$ cat config.mk
export PLATFORM = sky130hd
export DESIGN_NAME = fetch_queue
export DESIGN_NICKNAME = d
export VERILOG_FILES = /design/src/rtl/rv32i_pkg.sv /design/src/rtl/fetch_queue_fifo.sv /design/src/rtl/fetch_queue.sv
export SDC_FILE = /design/constraint.sdc
export NUM_CORES = 1
export LEC_CHECK = 0
export CAP_MARGIN = 0
export CORE_MARGIN = 2
export CORE_UTILIZATION = 30
export CTS_BUF_LIST = sky130_fd_sc_hd__clkbuf_16
export CTS_CLUSTER_DIAMETER = 40
export CTS_CLUSTER_SIZE = 28
export DETAILED_ROUTE_END_ITERATION = 6
export HOLD_SLACK_MARGIN = 0.03
export PLACE_DENSITY = 0.45
export SLEW_MARGIN = 20
export SYNTH_ARGS = -nofsm -noshare
export SYNTH_HDL_FRONTEND = slang
export SYNTH_SLANG_ARGS = --single-unit
$ cat constraint.sdc
create_clock -name clk -period 9.8 [get_ports clk]
set_clock_uncertainty 0.15 [all_clocks]
set_input_delay 1.47 -clock clk [delete_from_list [all_inputs] [get_ports clk]]
set_output_delay 1.47 -clock clk [all_outputs]
set_load 0.02 [all_outputs]
$ cat src/rtl/rv32i_pkg.sv
// Constants shared by the RV32I front-end blocks.
package rv32i_pkg;

  localparam int unsigned XLEN       = 32;
  localparam int unsigned ILEN       = 32;
  localparam int unsigned INST_BYTES = 4;
  localparam logic [ILEN-1:0] NOP    = 32'h0000_0013;

endpackage

$ cat src/rtl/fetch_queue_fifo.sv
// Synchronous instruction buffer with flush; head entry is read straight from storage registers.
module fetch_fifo #(
  parameter int unsigned DEPTH = 4,
  parameter int unsigned WIDTH = 64
) (
  input  logic                         clk,
  input  logic                         rst,
  input  logic                         push_i,
  input  logic [WIDTH-1:0]             data_i,
  input  logic                         pop_i,
  input  logic                         flush_i,
  output logic                         valid_o,
  output logic [WIDTH-1:0]             data_o,
  output logic [$clog2(DEPTH+1)-1:0]   count_o
);

  localparam int unsigned CW = $clog2(DEPTH + 1);
  localparam int unsigned AW = (DEPTH > 1) ? $clog2(DEPTH) : 1;

  logic [WIDTH-1:0] mem_q [DEPTH];
  logic [AW-1:0]    rd_q, rd_d, wr_q, wr_d;
  logic [CW-1:0]    cnt_q, cnt_d;
  logic             do_push, do_pop;

  function automatic logic [AW-1:0] nxt(input logic [AW-1:0] p);
    return (p == AW'(DEPTH - 1)) ? '0 : p + AW'(1);
  endfunction

  always_comb begin
    do_pop  = pop_i && (cnt_q != '0);
    // a push into a full buffer is only legal when the head leaves the same cycle
    do_push = push_i && ((cnt_q != CW'(DEPTH)) || do_pop);
    rd_d    = do_pop  ? nxt(rd_q) : rd_q;
    wr_d    = do_push ? nxt(wr_q) : wr_q;
    cnt_d   = cnt_q;
    if (do_push && !do_pop)
      cnt_d = cnt_q + CW'(1);
    else if (!do_push && do_pop)
      cnt_d = cnt_q - CW'(1);
    if (flush_i) begin
      rd_d  = '0;
      wr_d  = '0;
      cnt_d = '0;
    end
  end

  always_ff @(posedge clk) begin
    if (rst) begin
      rd_q  <= '0;
      wr_q  <= '0;
      cnt_q <= '0;
    end else begin
      rd_q  <= rd_d;
      wr_q  <= wr_d;
      cnt_q <= cnt_d;
    end
  end

  always_ff @(posedge clk) begin
    if (do_push && !flush_i)
      mem_q[wr_q] <= data_i;
  end

  assign valid_o = (cnt_q != '0);
  assign data_o  = mem_q[rd_q];
  assign count_o = cnt_q;

endmodule

$ cat src/rtl/fetch_queue.sv
// Instruction fetch front-end: owns the PC, keeps several reads in flight, buffers words for decode.
module fetch_queue #(
  parameter int unsigned     XLEN       = rv32i_pkg::XLEN,
  parameter logic [XLEN-1:0] RESET_ADDR = '0,
  parameter int unsigned     FIFO_DEPTH = 4
) (
  input  logic            clk,
  input  logic            rst,
  input  logic            i_redirect_valid,
  input  logic [XLEN-1:0] i_redirect_pc,
  output logic            o_mem_req_valid,
  input  logic            i_mem_req_ready,
  output logic [XLEN-1:0] o_mem_raddr,
  input  logic            i_mem_rsp_valid,
  input  logic [31:0]     i_mem_rsp_data,
  output logic            o_inst_valid,
  input  logic            i_inst_ready,
  output logic [31:0]     o_inst,
  output logic [XLEN-1:0] o_inst_pc
);

  import rv32i_pkg::*;

  localparam int unsigned CW = $clog2(FIFO_DEPTH + 1);
  localparam int unsigned FW = XLEN + ILEN;

  logic [XLEN-1:0] req_pc_q, req_pc_d, rsp_pc_q, rsp_pc_d, redir_pc;
  logic [CW-1:0]   out_q, out_d, drop_q, drop_d, fifo_count;
  logic [CW:0]     inflight;
  logic            req_fire, rsp_fire, push, pop, fifo_valid;
  logic [FW-1:0]   fifo_rdata;

  // words in the buffer plus words still owed by memory can never exceed the buffer size
  assign inflight        = {1'b0, out_q} + {1'b0, fifo_count};
  assign o_mem_req_valid = !rst && (inflight < (CW+1)'(FIFO_DEPTH));
  assign o_mem_raddr     = req_pc_q;
  assign req_fire        = o_mem_req_valid && i_mem_req_ready;
  assign rsp_fire        = i_mem_rsp_valid && (out_q != '0);
  assign redir_pc        = {i_redirect_pc[XLEN-1:2], 2'b00};
  assign push            = rsp_fire && (drop_q == '0) && !i_redirect_valid;
  assign pop             = o_inst_valid && i_inst_ready;

  always_comb begin
    out_d = out_q;
    if (req_fire && !rsp_fire)
      out_d = out_q + CW'(1);
    else if (!req_fire && rsp_fire)
      out_d = out_q - CW'(1);

    req_pc_d = req_pc_q;
    rsp_pc_d = rsp_pc_q;
    drop_d   = drop_q;
    if (i_redirect_valid) begin
      req_pc_d = redir_pc;
      rsp_pc_d = redir_pc;
      drop_d   = out_d;
    end else begin
      if (req_fire)
        req_pc_d = req_pc_q + XLEN'(INST_BYTES);
      if (rsp_fire) begin
        if (drop_q != '0)
          drop_d = drop_q - CW'(1);
        else
          rsp_pc_d = rsp_pc_q + XLEN'(INST_BYTES);
      end
    end
  end

  always_ff @(posedge clk) begin
    if (rst) begin
      req_pc_q <= RESET_ADDR;
      rsp_pc_q <= RESET_ADDR;
      out_q    <= '0;
      drop_q   <= '0;
    end else begin
      req_pc_q <= req_pc_d;
      rsp_pc_q <= rsp_pc_d;
      out_q    <= out_d;
      drop_q   <= drop_d;
    end
  end

  fetch_fifo #(
    .DEPTH (FIFO_DEPTH),
    .WIDTH (FW)
  ) u_fifo (
    .clk     (clk),
    .rst     (rst),
    .push_i  (push),
    .data_i  ({rsp_pc_q, i_mem_rsp_data}),
    .pop_i   (pop),
    .flush_i (i_redirect_valid),
    .valid_o (fifo_valid),
    .data_o  (fifo_rdata),
    .count_o (fifo_count)
  );

  assign o_inst_valid = fifo_valid && !rst;
  assign o_inst       = o_inst_valid ? fifo_rdata[ILEN-1:0]  : '0;
  assign o_inst_pc    = o_inst_valid ? fifo_rdata[FW-1:ILEN] : '0;

endmodule

* After elaboration in Yosys (flattened, before gate mapping)
Memory sizes are Yosys's and may differ from the RTL's. A register that Yosys moved wholly into a read port is not among the register bits.
Cells that the tools add are included.
W data, S select, Z words.
** Cells by class
- $add $sub $neg :: 10
- Magnitude comparators :: 1
- Equality and inequality tests :: 4
- Multiplexer cells :: 20
- Bitwise gates (word level) :: 1
- Reduce and logical (&&, ||, !) cells :: 33
** Operator list (count)
- $mux W32 :: 7
- $add A32 B3 Y32 const B :: 2
- $mux W3 :: 7
- $logic_and A1 B1 Y1 :: 14
- $reduce_bool A3 Y1 :: 3
- $sub A3 B1 Y3 const B :: 3
- $mux W2 :: 4
- $reduce_bool A2 Y1 :: 4
- $add A3 B1 Y3 const B :: 2
- $logic_not A1 Y1 :: 6
- $reduce_and A2 Y1 :: 3
- $add A2 B1 Y2 const B :: 2
- $add A3 B3 Y4 :: 1
- $eq A2 B2 Y1 const B :: 2
- $lt A4 B3 Y1 const B :: 1
- $logic_not A3 Y1 :: 1
- $ne A3 B3 Y1 const B :: 1
- $mux W1 :: 2
- $ne A2 B2 Y1 const B :: 1
- $reduce_or A2 Y1 :: 1
- $logic_or A1 B1 Y1 :: 1
- $not A1 Y1 :: 1
** Storage, ports and cells
- Register bits :: 77
- Memory bits (writable) :: 256
- Bits of input ports :: 70
- Output and inout port bits :: 98
- Word-level logic and storage cells :: 79
- Memories :: 1
** Memory list
- u_fifo.mem_q :: words 4, width 64, read ports 1, clocked after memory_dff 1, wr ports 1, RTL line fetch_queue_fifo.sv:20 : logic [WIDTH-1:0] mem_q [DEPTH];

* Depth between registers and ports, before layout
- Depth in word-level cells :: 10
- Mapped depth :: 12
- Gate-level depth less buffers :: 12

* Modules after synthesis
Synthesis repeated with hierarchy kept, for this count alone.
** Second synthesis, totals
- Cell total of the unflattened synthesis :: 993
- Area, all modules :: 14371.3 sq um
** By module, submodules not included
- fetch_fifo :: instances 1, cells an instance 384, area an instance 9743.1 sq um, sequential area each 7867.5 sq um
- fetch_queue :: instances 1, cells an instance 609, area an instance 4628.2 sq um, sequential area each 1321.3 sq um

* Worst setup path before layout
OpenSTA, ideal clock, no wires.
- Path type :: input to register
- Start point :: in rst
- End point :: mem u_fifo.mem_q[0][0] (enable)
- Arrival time :: 4.105 ns
- Slack :: 5.118 ns
- Stages on the path :: 5
- Buffers on the path :: 1
- Cells stage by stage :: clkbuf_1 -> inv_1 -> nand3_1 -> a311oi_1 -> and2_1
** Between the ends
- Longest elaborated chain between the ends :: 9
** RTL lines
- from (decl) :: RTL line fetch_queue.sv:8 : input logic rst,
- $logic_not A1 Y1 :: RTL line fetch_queue.sv:98 : assign o_inst_valid = fifo_valid && !rst;
- $logic_and A1 B1 Y1 :: RTL line fetch_queue.sv:98
- $logic_and A1 B1 Y1 :: RTL line fetch_queue.sv:41 : assign pop = o_inst_valid && i_inst_ready;
- $logic_and A1 B1 Y1 :: RTL line fetch_queue_fifo.sv:30 : do_pop = pop_i && (cnt_q != '0);
- $logic_or A1 B1 Y1 :: RTL line fetch_queue_fifo.sv:32 : do_push = push_i && ((cnt_q != CW'(DEPTH)) || do_pop);
- $logic_and A1 B1 Y1 :: RTL line fetch_queue_fifo.sv:32
- $logic_and A1 B1 Y1 :: RTL line fetch_queue_fifo.sv:60 : if (do_push && !flush_i)
- $mux W1 :: RTL line fetch_queue_fifo.sv:60
- $mux W1 (implied by the code) :: RTL line fetch_queue_fifo.sv:61 : mem_q[wr_q] <= data_i;
- to (decl) :: RTL line fetch_queue_fifo.sv:20
No other way between the ends.

* Worst setup path after layout
- Start point :: in rst
- End point :: out o_inst[8]
** Between the ends
- Longest elaborated chain between the ends :: 3
** RTL lines
- $logic_not A1 Y1 :: RTL line fetch_queue.sv:98
- $logic_and A1 B1 Y1 :: RTL line fetch_queue.sv:98
- $mux W32 :: RTL line fetch_queue.sv:99 : assign o_inst = o_inst_valid ? fifo_rdata[ILEN-1:0] : '0;
- to (decl) :: RTL line fetch_queue.sv:18 : output logic [31:0] o_inst,
No other way between the ends.

==> summary.md <==
| Metric | Value |
|---|---|
| Post-synthesis sequential area ratio | 65.7% |
| Hold wc startpoint | u_fifo.rd_q[1]$_SDFFE_PP0N_ |
| Slew HR | 32.1% |
| Net Sw Frac | 25.0% |
| Wire length per cell | 19.6 um |
| Top Ports | 168 |
| Num CTS Buffers | 55 |
| WHS Path Cells | 2 |
| Grt ovf | 0 |
| First-pass DRT Iterations | 6 |
| Die span in y | 217 um |
| Setup Viol. Count Final | 0 |
| Share of cells above drive strength 1 | 16.9% |
| Synth cell types | 52 |
| Worst skew pair latency | 580 ps |
| Dpl hpwl | 20700 um |
| Max capacitance violation total | 0 |
| Die X | 217 um |
| Clock share of power | 50.4% |
| Setup_tns | 0 ps |
| Yosys top cell area share | 54.7% |
| Ys Warns | 0 |
| Hold Fails Final Rpt | 0 |
| Pwr dens | 225 nW/um^2 |
| Clock root cell | clkbuf_16 |
| CTS tree | built |
| Critical path type | input pin to output pin |
| Fmax | 167 MHz |
| Postcts setup bufs | 0 |
| Internal | 3010 uW |
| RSZ-0062 raised after global routing | false |
| Worst r2r path cells | 6 |
| WP data required | 8180 ps |
| Dpl cells | 1615 |
| DR vias/cell | 4.78 |
| Syn Area/Cell | 15.2 um^2 |
| Vias | 8217 |
| Syn-to-layout area delta | 31.0% |
| Critical Path AT | 4380 ps |
| DRC violations left | 0 |
| I/O Buffers | 161 |
| Final Util | 39.6% |
| CTS HTree Levels | 2 |
| Final wirelength | 33600 um |
| Hold crit path type | register to register |
| Ys flop type | edfxtp_1 |
| First-pass GRT wire length | 51100 um |
| R2R Setup Slk | 5740 ps |
| CTS Hold Bufs | 0 |
| # resized after CTS | 0 |
| Post-Syn Instances | 895 |
| Antenna violations before repair | 0 |
| Pin count of the biggest net entering global routing | 81 |
| GP Congestion | 0.768 |
| Initial Util | 30.2% |
| CP Max Fanout | 51 |
| Fin crit period | 6000 ps |
| Pwr Total | 4020 uW |
| CORE AREA | 45100 um^2 |
| Static Leak | 0.00596 uW |
| Design Area, Final | 17900 um^2 |
| Top cell type by total area after synthesis | edfxtp_1 |
| Die area | 47100 um^2 |
| Max-slew violations | 0 |
| Comb pwr share | 9.8% |
| Startpoint Class | input pin |
| Post-synth EDFFs | 248 |
| Crit end category | output pin |
| Post-route ant nets | 0 |
| P_sw | 1000 uW |
| Top cells by area, synth | edfxtp_1, dfxtp_1, mux4_2 |
| Fin crit share | 61.3% |
| Via count of the first global-routing pass | 8545 |
| Worst slew pin tran | 1020 ps |
| R2R Path Start | u_fifo.count_o[0]$_SDFFE_PP0P_ |
| Worst R2R End | u_fifo.mem_q[1][28]$_DFFE_PP_ |
| Reg clk slew, reported paths | 50 ps |
| Cell area after synthesis | 13600 um^2 |
| Outcome | finished clean |
| #FFs+latches synth | 323 |
| Synth async-reset ratio | 0% |
| Max IR drop VDD | 0.147 mV |
| Clock Sink Count | 323 |
| Placement-stage cell area | 15900 um^2 |
| Nets | 1158 |
| Row count | 78 |
| Maximum clock insertion buffer count | 3 |
| DR iter-0 viols | 394 |
| N_diodes | 0 |
| Gr usage total | 14.3% |
| Fin cells | 1718 |
| Register share of total power | 39.8% |
[worst max-delay path by stage]
stage	to	startpoint	cells after the start
after global routing	o_inst[8]	rst	5
final	o_inst[8]	rst	5
after floorplan	u_fifo.mem_q[0][0]$_DFFE_PP_	rst	5
after global placement	u_fifo.mem_q[0][5]$_DFFE_PP_	rst	6
after CTS	o_inst[8]	rst	5
after detailed placement	u_fifo.mem_q[0][2]$_DFFE_PP_	rst	6
[per-layer routing]
metal	global-route usage, %	part of all wire (%)	up-vias
met1	18.9	46	4063
met5	0	0	-
met3	2.99	4.5	64
met2	23.4	47	212
li1	-	-	3878
met4	5.14	2.5	0
[area by class of cell]
cell class | instances | area, um^2
flip-flops and latches | 323 | 8950
repair buffers | 171 | 1690
fillers | 4264 | 27200
inverters | 19 | 71.3
well taps | 600 | 751
multi-input cells | 502 | 4400
clock buffers | 56 | 1400
clock inverters | 47 | 584
[sequential cells by signal (all words and copies together) (netlist names), named ones only]
name and flops:
drop_q 3, u_fifo.rd_q 2, o_mem_raddr 30, out_q 3, u_fifo.wr_q 2, rsp_pc_q 30, u_fifo.mem_q 248, u_fifo.count_o 3
[cell usage after synthesis (all sizes together) (2+ instances only)]
library cell and number:
edfxtp 248, o31ai 3, mux4 62, nor3 14
inv 18, nand2 45, or4 5, o21ai 12
a311oi 2, nor2 23, a21boi 44, nand4 21
a211oi 4, a31oi 3, and2 7, o21a 24
mux2i 2, and4 8, or3 3, xor2 21
and3 65, nand3 29, nor4 21, clkbuf 42
xnor2 38, o211ai 3, a21oi 9, o31a 5
dfxtp 75, buf 12, ha 15
[critical path, stage by stage]
cell and delay [ps]:
clkdlybuf4s50_1 670, inv_2 800, buf_4 530, and3_1 240, clkdlybuf4s50_1 610
[cell usage in the layout, fill, tap and decap left out, drive strengths merged, types with 4 or more instances in the layout]
cell type,count
a211oi,4
a21boi,44
a21oi,9
and2,7
and3,65
and4,8
buf,10
bufinv,8
clkbuf,56
clkdlybuf4s50,161
clkinv,13
conb,4
dfxtp,75
edfxtp,248
ha,15
inv,43
mux4,62
nand2,45
nand3,29
nand4,21
nor2,23
nor3,14
nor4,21
o21a,24
o21ai,12
o31a,5
or4,5
xnor2,38
xor2,21
[logic make-up after synthesis]
kind of cell | share of synthesized area (%)
flip-flops | 65.7
AND/OR/NAND/NOR | 10.4
AO/OA/AOI/OAI | 5.99
buffers and inverters | 2.19
multiplexers | 10.4
XOR/XNOR | 3.79
adder cells (fa/ha/maj) | 1.52
other | 0.0275
[power groups by stage]
stage | clock [uW] | combinational (uW) | sequential [uW]
3_5_place_dp | 0 | 402 | 1630
2_1_floorplan | 0 | 232 | 1620
5_1_grt | 2140 | 436 | 1610
3_3_place_gp | 0 | 400 | 1620
6_report | 2020 | 395 | 1600
4_1_cts | 2080 | 404 | 1600
[through the flow]
step,hold WS [ps],setup WS [ps]
final,325,3800
after global routing,362,3540
after CTS,331,3670
after detailed placement,324,3320
after global placement,316,3350
after floorplan,304,5120
Note: power is estimated with default switching activity, not from simulation.
